<file path="src/rtl/mcu_regfile_pkg.sv">
// mcu_defines: shared core constants for the integer register file.
//   XLEN        - data width
//   RFIDX_WIDTH - register index width
//   RF_NUM      - architectural register count (x0 hardwired to zero)
//   X0_IDX      - index of the zero register
package mcu_defines;
   localparam int XLEN        = 32;
   localparam int RFIDX_WIDTH = 5;
   localparam int RF_NUM      = 32;

   localparam logic [RFIDX_WIDTH-1:0] X0_IDX = '0;

   typedef logic [XLEN-1:0]        xdat_t;
   typedef logic [RFIDX_WIDTH-1:0] rfidx_t;
endpackage

</file>
<file path="src/rtl/mcu_regfile_scobd.sv">
// mcu_rf_scobd: per-register busy scoreboard.
//   clk, rst      - core clock, synchronous active-high reset
//   set_ena/idx   - dispatch of a multi-cycle producer marks rd busy
//   clr_ena/idx   - write-back clears rd
//   flush         - commit flush clears every busy bit
//   rs1/rs2/rd_idx in, rs1/rs2/rd_busy out - lookups, hidden by a
//                   same-cycle write-back to the same index
import mcu_defines::*;

module mcu_rf_scobd (
   input  logic   clk,
   input  logic   rst,
   input  logic   set_ena,
   input  rfidx_t set_idx,
   input  logic   clr_ena,
   input  rfidx_t clr_idx,
   input  logic   flush,
   input  rfidx_t rs1_idx,
   input  rfidx_t rs2_idx,
   input  rfidx_t rd_idx,
   output logic   rs1_busy,
   output logic   rs2_busy,
   output logic   rd_busy
);

   logic [RF_NUM-1:0] busy;
   logic [RF_NUM-1:0] busy_nxt;

   // Clear first, then set: a new producer dispatched in the same cycle as
   // the old producer's write-back owns rd, so the set must win.
   always_comb begin
      busy_nxt = busy;
      if (clr_ena && (clr_idx != X0_IDX))
         busy_nxt[clr_idx] = 1'b0;
      if (set_ena && (set_idx != X0_IDX))
         busy_nxt[set_idx] = 1'b1;
      busy_nxt[X0_IDX] = 1'b0;
   end

   always_ff @(posedge clk) begin
      if (rst)
         busy <= '0;
      else if (flush)
         busy <= '0;
      else
         busy <= busy_nxt;
   end

   // The write-back in flight is bypassed to the read ports, so its target
   // is no longer a hazard this cycle.
   always_comb begin
      rs1_busy = busy[rs1_idx] & ~(clr_ena & (clr_idx == rs1_idx));
      rs2_busy = busy[rs2_idx] & ~(clr_ena & (clr_idx == rs2_idx));
      rd_busy  = busy[rd_idx]  & ~(clr_ena & (clr_idx == rd_idx));
   end

endmodule

</file>
<file path="src/rtl/mcu_regfile.sv">
// mcu_regfile: integer register file with write-back bypass and busy
// scoreboard.
//   clk, rst                       - core clock, sync active-high reset
//   wbck_o_rf_ena/wdat/rdidx       - write port from write-back
//   rf_rs1_idx/rf_rs2_idx in       - read port indices
//   rf_rs1_dat/rf_rs2_dat out      - combinational read data (bypassed)
//   disp_set_ena/disp_set_idx      - multi-cycle producer dispatched
//   disp_rd_idx                    - rd of decoding instruction (WAW check)
//   cmt_flush                      - clears the scoreboard
//   rf_rs1_busy/rs2_busy/rd_busy   - pending-write indications
//   rf_x1_dat                      - raw x1 tap for the IFU, no bypass
import mcu_defines::*;

module mcu_regfile (
   input  logic   clk,
   input  logic   rst,
   input  logic   wbck_o_rf_ena,
   input  xdat_t  wbck_o_rf_wdat,
   input  rfidx_t wbck_o_rf_rdidx,
   input  rfidx_t rf_rs1_idx,
   input  rfidx_t rf_rs2_idx,
   output xdat_t  rf_rs1_dat,
   output xdat_t  rf_rs2_dat,
   input  logic   disp_set_ena,
   input  rfidx_t disp_set_idx,
   input  rfidx_t disp_rd_idx,
   input  logic   cmt_flush,
   output logic   rf_rs1_busy,
   output logic   rf_rs2_busy,
   output logic   rf_rd_busy,
   output xdat_t  rf_x1_dat
);

   xdat_t rf_mem [RF_NUM];

   // Entry 0 is held at zero so the array can be indexed directly; it
   // reduces to a constant.
   always_ff @(posedge clk) begin
      for (int i = 0; i < RF_NUM; i++) begin
         if (rst || (i == int'(X0_IDX)))
            rf_mem[i] <= '0;
         else if (wbck_o_rf_ena && (wbck_o_rf_rdidx == rfidx_t'(i)))
            rf_mem[i] <= wbck_o_rf_wdat;
      end
   end

   function automatic xdat_t rd_port(input rfidx_t idx);
      if (idx == X0_IDX)
         return '0;
      else if (wbck_o_rf_ena && (wbck_o_rf_rdidx == idx))
         return wbck_o_rf_wdat;
      else
         return rf_mem[idx];
   endfunction

   always_comb begin
      rf_rs1_dat = rd_port(rf_rs1_idx);
      rf_rs2_dat = rd_port(rf_rs2_idx);
      rf_x1_dat  = rf_mem[1];
   end

   mcu_rf_scobd u_scobd (
      .clk      (clk),
      .rst      (rst),
      .set_ena  (disp_set_ena),
      .set_idx  (disp_set_idx),
      .clr_ena  (wbck_o_rf_ena),
      .clr_idx  (wbck_o_rf_rdidx),
      .flush    (cmt_flush),
      .rs1_idx  (rf_rs1_idx),
      .rs2_idx  (rf_rs2_idx),
      .rd_idx   (disp_rd_idx),
      .rs1_busy (rf_rs1_busy),
      .rs2_busy (rf_rs2_busy),
      .rd_busy  (rf_rd_busy)
   );

endmodule

</file>
<file path="config.mk">
export PLATFORM = sky130hd
export DESIGN_NAME = mcu_regfile
export DESIGN_NICKNAME = d
export VERILOG_FILES = /design/src/rtl/mcu_regfile_pkg.sv /design/src/rtl/mcu_regfile_scobd.sv /design/src/rtl/mcu_regfile.sv
export SDC_FILE = /design/constraint.sdc
export NUM_CORES = 2
export LEC_CHECK = 0
export CAP_MARGIN = 20
export CORE_ASPECT_RATIO = 1.25
export CORE_MARGIN = 5
export CORE_UTILIZATION = 51
export DETAILED_ROUTE_END_ITERATION = 6
export GPL_ROUTABILITY_DRIVEN = 1
export PLACE_DENSITY = 0.68
export SETUP_SLACK_MARGIN = 0.3
export SLEW_MARGIN = 20
export SYNTH_ARGS = -nofsm -noshare
export SYNTH_HDL_FRONTEND = slang
export SYNTH_SLANG_ARGS = --single-unit
export TNS_END_PERCENT = 5
</file>
<file path="constraint.sdc">
create_clock -name clk -period 3.6 [get_ports clk]
set_input_delay 0.72 -clock clk [delete_from_list [all_inputs] [get_ports clk]]
set_output_delay 0.72 -clock clk [all_outputs]
set_load 0.005 [all_outputs]
</file>
After elaboration in Yosys (flattened, before gate mapping)
Memory sizes are Yosys's and may differ from the RTL's.
Cells that the tools add are included.
Storage, ports and cells
  RAM bits: 1024
  register bits: 32
  output and inout port bits: 99
  memories: 1
  bits of input ports: 62
  word-level logic and storage cells: 271
Memories
  rf_mem: words 32, bits a word 32, rd ports 3, clocked after Yosys merged registers in 0, wr ports 32, RTL line mcu_regfile.sv:34  | xdat_t rf_mem [RF_NUM];
Cells by class
  order comparisons: 7
  multiplexer cells: 142
  reductions and logical operators: 42
  bitwise operators: 43
  equality and inequality tests: 34
Operators by type and width (number)
  $mux W32: 37
  $mux W1: 100
  $eq A5 B5 Y1 const B: 16
  $eq A5 B4 Y1 const B: 8
  $logic_and A1 B1 Y1: 37
  $and A32 B32 Y32: 1
  $not A32 Y32: 1
  $or A32 B32 Y32: 1
  $or A1 B1 Y1: 31
  $lt A5 B6 Y1 const B: 5
  $eq A5 B3 Y1 const B: 4
  $bmux W1 S5: 3
  $eq A5 B5 Y1: 3
  $demux W1 S5: 2
  $eq A5 B2 Y1 const B: 2
  $ge A5 B1 Y1 const B: 2
  $logic_not A5 Y1: 2
  $reduce_bool A5 Y1: 2
  $and A1 B1 Y1: 6
  $eq A5 B1 Y1 const B: 1
  $not A1 Y1: 3
  $reduce_or A2 Y1: 1

Longest topological paths before layout
  depth in word-level cells: 9
  depth in mapped cells: 10
  gate-level depth less buffers: 5

Cells and area by module
Synthesis repeated with hierarchy kept, for this count alone.
Unflattened totals
  cell total of the unflattened synthesis: 4012
  area, all modules: 56248.9 µm²
By module, submodules not included
  mcu_regfile: cells each 3740, seq. area each 29788.6 µm², times used 1, area an instance 53864.2 µm²
  mcu_rf_scobd: cells each 272, seq. area each 620.6 µm², times used 1, area an instance 2384.8 µm²

Worst setup path before layout
OpenSTA, ideal clock, no wires.
  path type: in2out
  start point: in rf_rs1_idx[0]
  end point: out rf_rs1_dat[0]
  required time: 2880 ps
  stages on the path: 7
  setup slack: 513 ps
  data arrival time: 2367 ps
  path through: buf_6 -> buf_6 -> buf_6 -> buf_2 -> mux4_2 -> a221oi_1 -> a31oi_1
Between the ends
  word-level cells in the longest chain between the ends: 4
Ends and longest elaborated chain
  from (decl): RTL line mcu_regfile.sv:20  | input rfidx_t rf_rs1_idx,
  parallel branches: the longest is 3 deep, another holds $mem_v2 Z32 W32
  $mux W32 (*): RTL line mcu_regfile.sv:48  | if (idx == X0_IDX)
  to (decl): RTL line mcu_regfile.sv:22  | output xdat_t rf_rs1_dat,
Mark *: on every way between the ends.

Worst setup path after layout
  start point: in rf_rs2_idx[1]
  end point: out rf_rs2_dat[13]
Between the ends
  word-level cells in the longest chain between the ends: 4
Ends and longest elaborated chain
  from (decl): RTL line mcu_regfile.sv:21  | input rfidx_t rf_rs2_idx,
  parallel branches: the longest is 3 deep, another holds $mem_v2 Z32 W32
  $mux W32 (*): RTL line mcu_regfile.sv:48
  to (decl): RTL line mcu_regfile.sv:23  | output xdat_t rf_rs2_dat,
Marks and branches as above.

==> impl_metrics.toml <==
[status]
status = "finished with violations"
violations = "DRC, setup timing"

[worst_setup_path]
cp_slowest_cell = "nor3_2"
crit_chain = "buf_16 > buf_16 > buf_4 > buf_4 > mux2_2 > a22oi_1 > nor2_1 > nor3_2 > buf_4 > o311ai_4 > clkdlybuf4s15_2"
rrSetupSlack_ns = 2.85
path_delay_family = "buffers and inverters"
crit_start = "rf_rs2_idx[1]"
end_kind = "output pin"
cp_common_cell = "buf_4"
r2r_cells = 2
crit_arrival_ns = 2.88
critPathRequiredTime_ns = 2.88
crit_cells = 11
cpPeakStageDelay_ns = 0.42
cp_num_buf_inv = 6
timing.rr.end = "u_scobd.busy[28]$_SDFF_PP0_"
crit_type = "input port to output pin"
crit_end = "rf_rs2_dat[13]"
cp_max_fo = 8
r2r_start = "u_scobd.busy[28]$_SDFF_PP0_"
startpoint_type = "input port"

[synth]
synth_area_per_cell_um2 = 14.2
synth_top_flop_cell = "edfxtp_1"
synth_top_family_by_area = "multiplexers"
synthArstFlopShare_pct = 0
synth.distinct_cells = 44
postSynthNetCount = 3989
synthSimpleGateAreaFrac_pct = 15.1
synth_warnings = 0
synthXorXnorAreaFrac_pct = 0.235
synth_compound_area_share_pct = 5.02
synthMuxAreaShare_pct = 21.8
synthAdderAreaFrac_pct = 0
synth_edf_count = 992
synth_area_um2 = 55800
synth-seq-cells = 1023
yosysSeqAreaShare_pct = 54.5
netlist_instances = 3927

[clock_network]
clockRootBuffer = "clkbuf_16"
tritoncts = "built"
cts.sinks = 1023
clockBufferDepth = 3
ctsHoldBuffers = 0
path_clk_slew_ns = 0.06
h-tree-depth = 3
numCtsBuffers = 102
insertion_delay_ns = 0.71

[pwr]
p_per_area_nw_per_um2 = 423
vdd_ir_drop_max_mv = 0.351
leakage_uw = 0.0253

[placement]
gp_congestion = 0.959
placed_area_um2 = 63700
hpwl_um = 134000
io_buffers = 160

[timing]
setup-tns-final_ns = -0.00305
hold_ws_ns = 0.557
finalSetupViolCount = 1
relSlewSlack_pct = 57.5
clock_skew_ns = 0
max_freq_mhz = 278
tightestPinTransition_ns = 0.637
maxSlewViolCount = 0
period_needed_ns = 3.60
final.setup.worst_slack_ns = -0.00305
finalCritPeriodShare_pct = 100
hold_viol = 0
rsz0062_at_grt = "yes"

[finish]
multi_input_area_um2 = 25200
seq_area_um2 = 30400
design_area_um2 = 70600
drive_above_1_share_pct = 37.4
area_growth_pct = 26.4
nNetsFinal = 4511
fillers = 7482

[die]
die_w_um = 306
ioPinCount = 161
core_area_um2 = 109000
die_height_um = 380
rows = 135
die_area_um2 = 116000
start_util_pct = 51.4

[detailed_routing]
drc = 4
routed_wl_um = 223000
drt_iter0_markers = 7238
vias = 42100
drt_pass1_iterations = 7
ant_nets = 0
wire_per_inst_um = 37.3
avgViaCountPerCell = 7.03

[global_routing]
grt_pass1_wl_um = 310000
grt-ovfl-total = 0
antenna_found_initial = 20
grt_pass1_vias = 41400
grt_start_max_net_pins = 36
gr-usage-all-layers_pct = 37.5

[min_path]
min_path_type = "flip-flop to flip-flop"
min_path_cells = 2

[job]
max-cap-violations = 0
## per-layer routing
layer  global-route usage (%)  vias to the layer above  wire [µm]
met5                        0                        -         60
met4                     25.3                       10      18900
met3                     10.7                      970      32700
met2                     56.5                     4005     100000
met1                     47.3                    21000      71600
li1                         -                    16100          -
## placed cells by master, fill, tap and decap left out, types with 13 or more instances in the layout
cell	count
clkdlybuf4s15_1	16
buf_4	442
mux2i_1	73
o32ai_2	14
buf_6	25
clkinv_1	22
o21ai_2	16
buf_16	31
o221ai_1	17
clkinv_2	25
nand2_1	61
a211o_1	14
dfxtp_1	31
and2_1	1006
o21ai_0	22
a221oi_2	28
clkbuf_1	22
mux4_2	449
buf_12	175
nor2_4	31
nor3_2	26
nor2_1	121
clkbuf_16	104
a22oi_1	93
diode_2	16
nand2_2	16
clkdlybuf4s50_1	78
edfxtp_1	992
nor3_1	35
a221oi_1	35
nand2b_2	31
a22oi_2	35
nor2b_1	53
dlygate4sd2_1	27
mux2_2	97
nand3_1	13
## state kept, by name, indices dropped and copies added, names as in the netlist
register / flops
rf_mem: 992
u_scobd.busy: 31
## what timing repair did
action	4_1_cts	5_1_grt
gates cloned	21	0
resized for setup	416	111
endpoints found under the hold margin	0	0
endpoints found under the setup margin	67	67
buffers inserted	109	20
pin swaps	68	25
## final cells by class
class / instances / share of cell area, %
repair buffers: 846 / 13.9
well taps: 1438 / 2.55
inverters: 1 / 0.00532
multi-input cells: 2475 / 35.7
diodes: 16 / 0.0567
clock buffers: 125 / 3.77
flip-flops and latches: 1023 / 43.1
clock inverters: 65 / 0.920
## stage by stage
stage / power [µW] / worst slack, ns / util [%] / cells
5_1_grt: 30500 / 0.0295 / 64.9 / 5974
4_1_cts: 29600 / 0.125 / 64.5 / 5953
6_report: 29900 / -0.00305 / 65.0 / 5989
2_1_floorplan: 16300 / 0.513 / - / 3927
3_5_place_dp: 18600 / -0.581 / 58.6 / 5633
3_3_place_gp: 18500 / -0.606 / 58.6 / 5633
## synthesized netlist by cell type (all sizes together), types with 62 or more instances
cell	number	share of area, %
a221oi	67	1.1
a22oi	128	1.7
and2	1006	11
buf	128	1.4
clkbuf	300	2.0
edfxtp	992	53
mux2	97	2.0
mux2i	89	1.6
mux4	452	18
nand2	77	0.52
nor2	155	1.0
nor2b	62	0.70
nor3	64	0.57
## how the worst min path moves through the flow
stage	from	endpoint	slack, ns
2_1_floorplan	u_scobd.busy[27]$_SDFF_PP0_	u_scobd.busy[27]$_SDFF_PP0_	0.48
5_1_grt	u_scobd.busy[31]$_SDFF_PP0_	u_scobd.busy[31]$_SDFF_PP0_	0.57
3_3_place_gp	u_scobd.busy[27]$_SDFF_PP0_	u_scobd.busy[27]$_SDFF_PP0_	0.52
3_5_place_dp	u_scobd.busy[23]$_SDFF_PP0_	u_scobd.busy[23]$_SDFF_PP0_	0.53
6_report	u_scobd.busy[31]$_SDFF_PP0_	u_scobd.busy[31]$_SDFF_PP0_	0.56
4_1_cts	u_scobd.busy[31]$_SDFF_PP0_	u_scobd.busy[31]$_SDFF_PP0_	0.55
## tightest hold or removal path, delay by kind of cell (launching register included)
kind	cells	cell delay [ns]
AND/OR/NAND/NOR	1	0.08
AO/OA/AOI/OAI	1	0.07
flip-flops	1	0.37
## logic make-up (layout without fill, tap and decap cells)
family | Yosys count | count (layout)
xor+xnor | 15 | 15
simple gates | 1449 | 1449
mux | 638 | 638
other cells | 0 | 16
compound gates | 373 | 373
flops | 1023 | 1023
buf+inv | 429 | 1037
## power by group
part           leakage, µW  internal [µW]  switching, µW  total [µW]
registers          0.00971          13700            350       14000
logic               0.0140           2340           2600        4940
clock network      0.00163           6060           4830       10900
No activity file was read; power rests on OpenSTA's default activity.
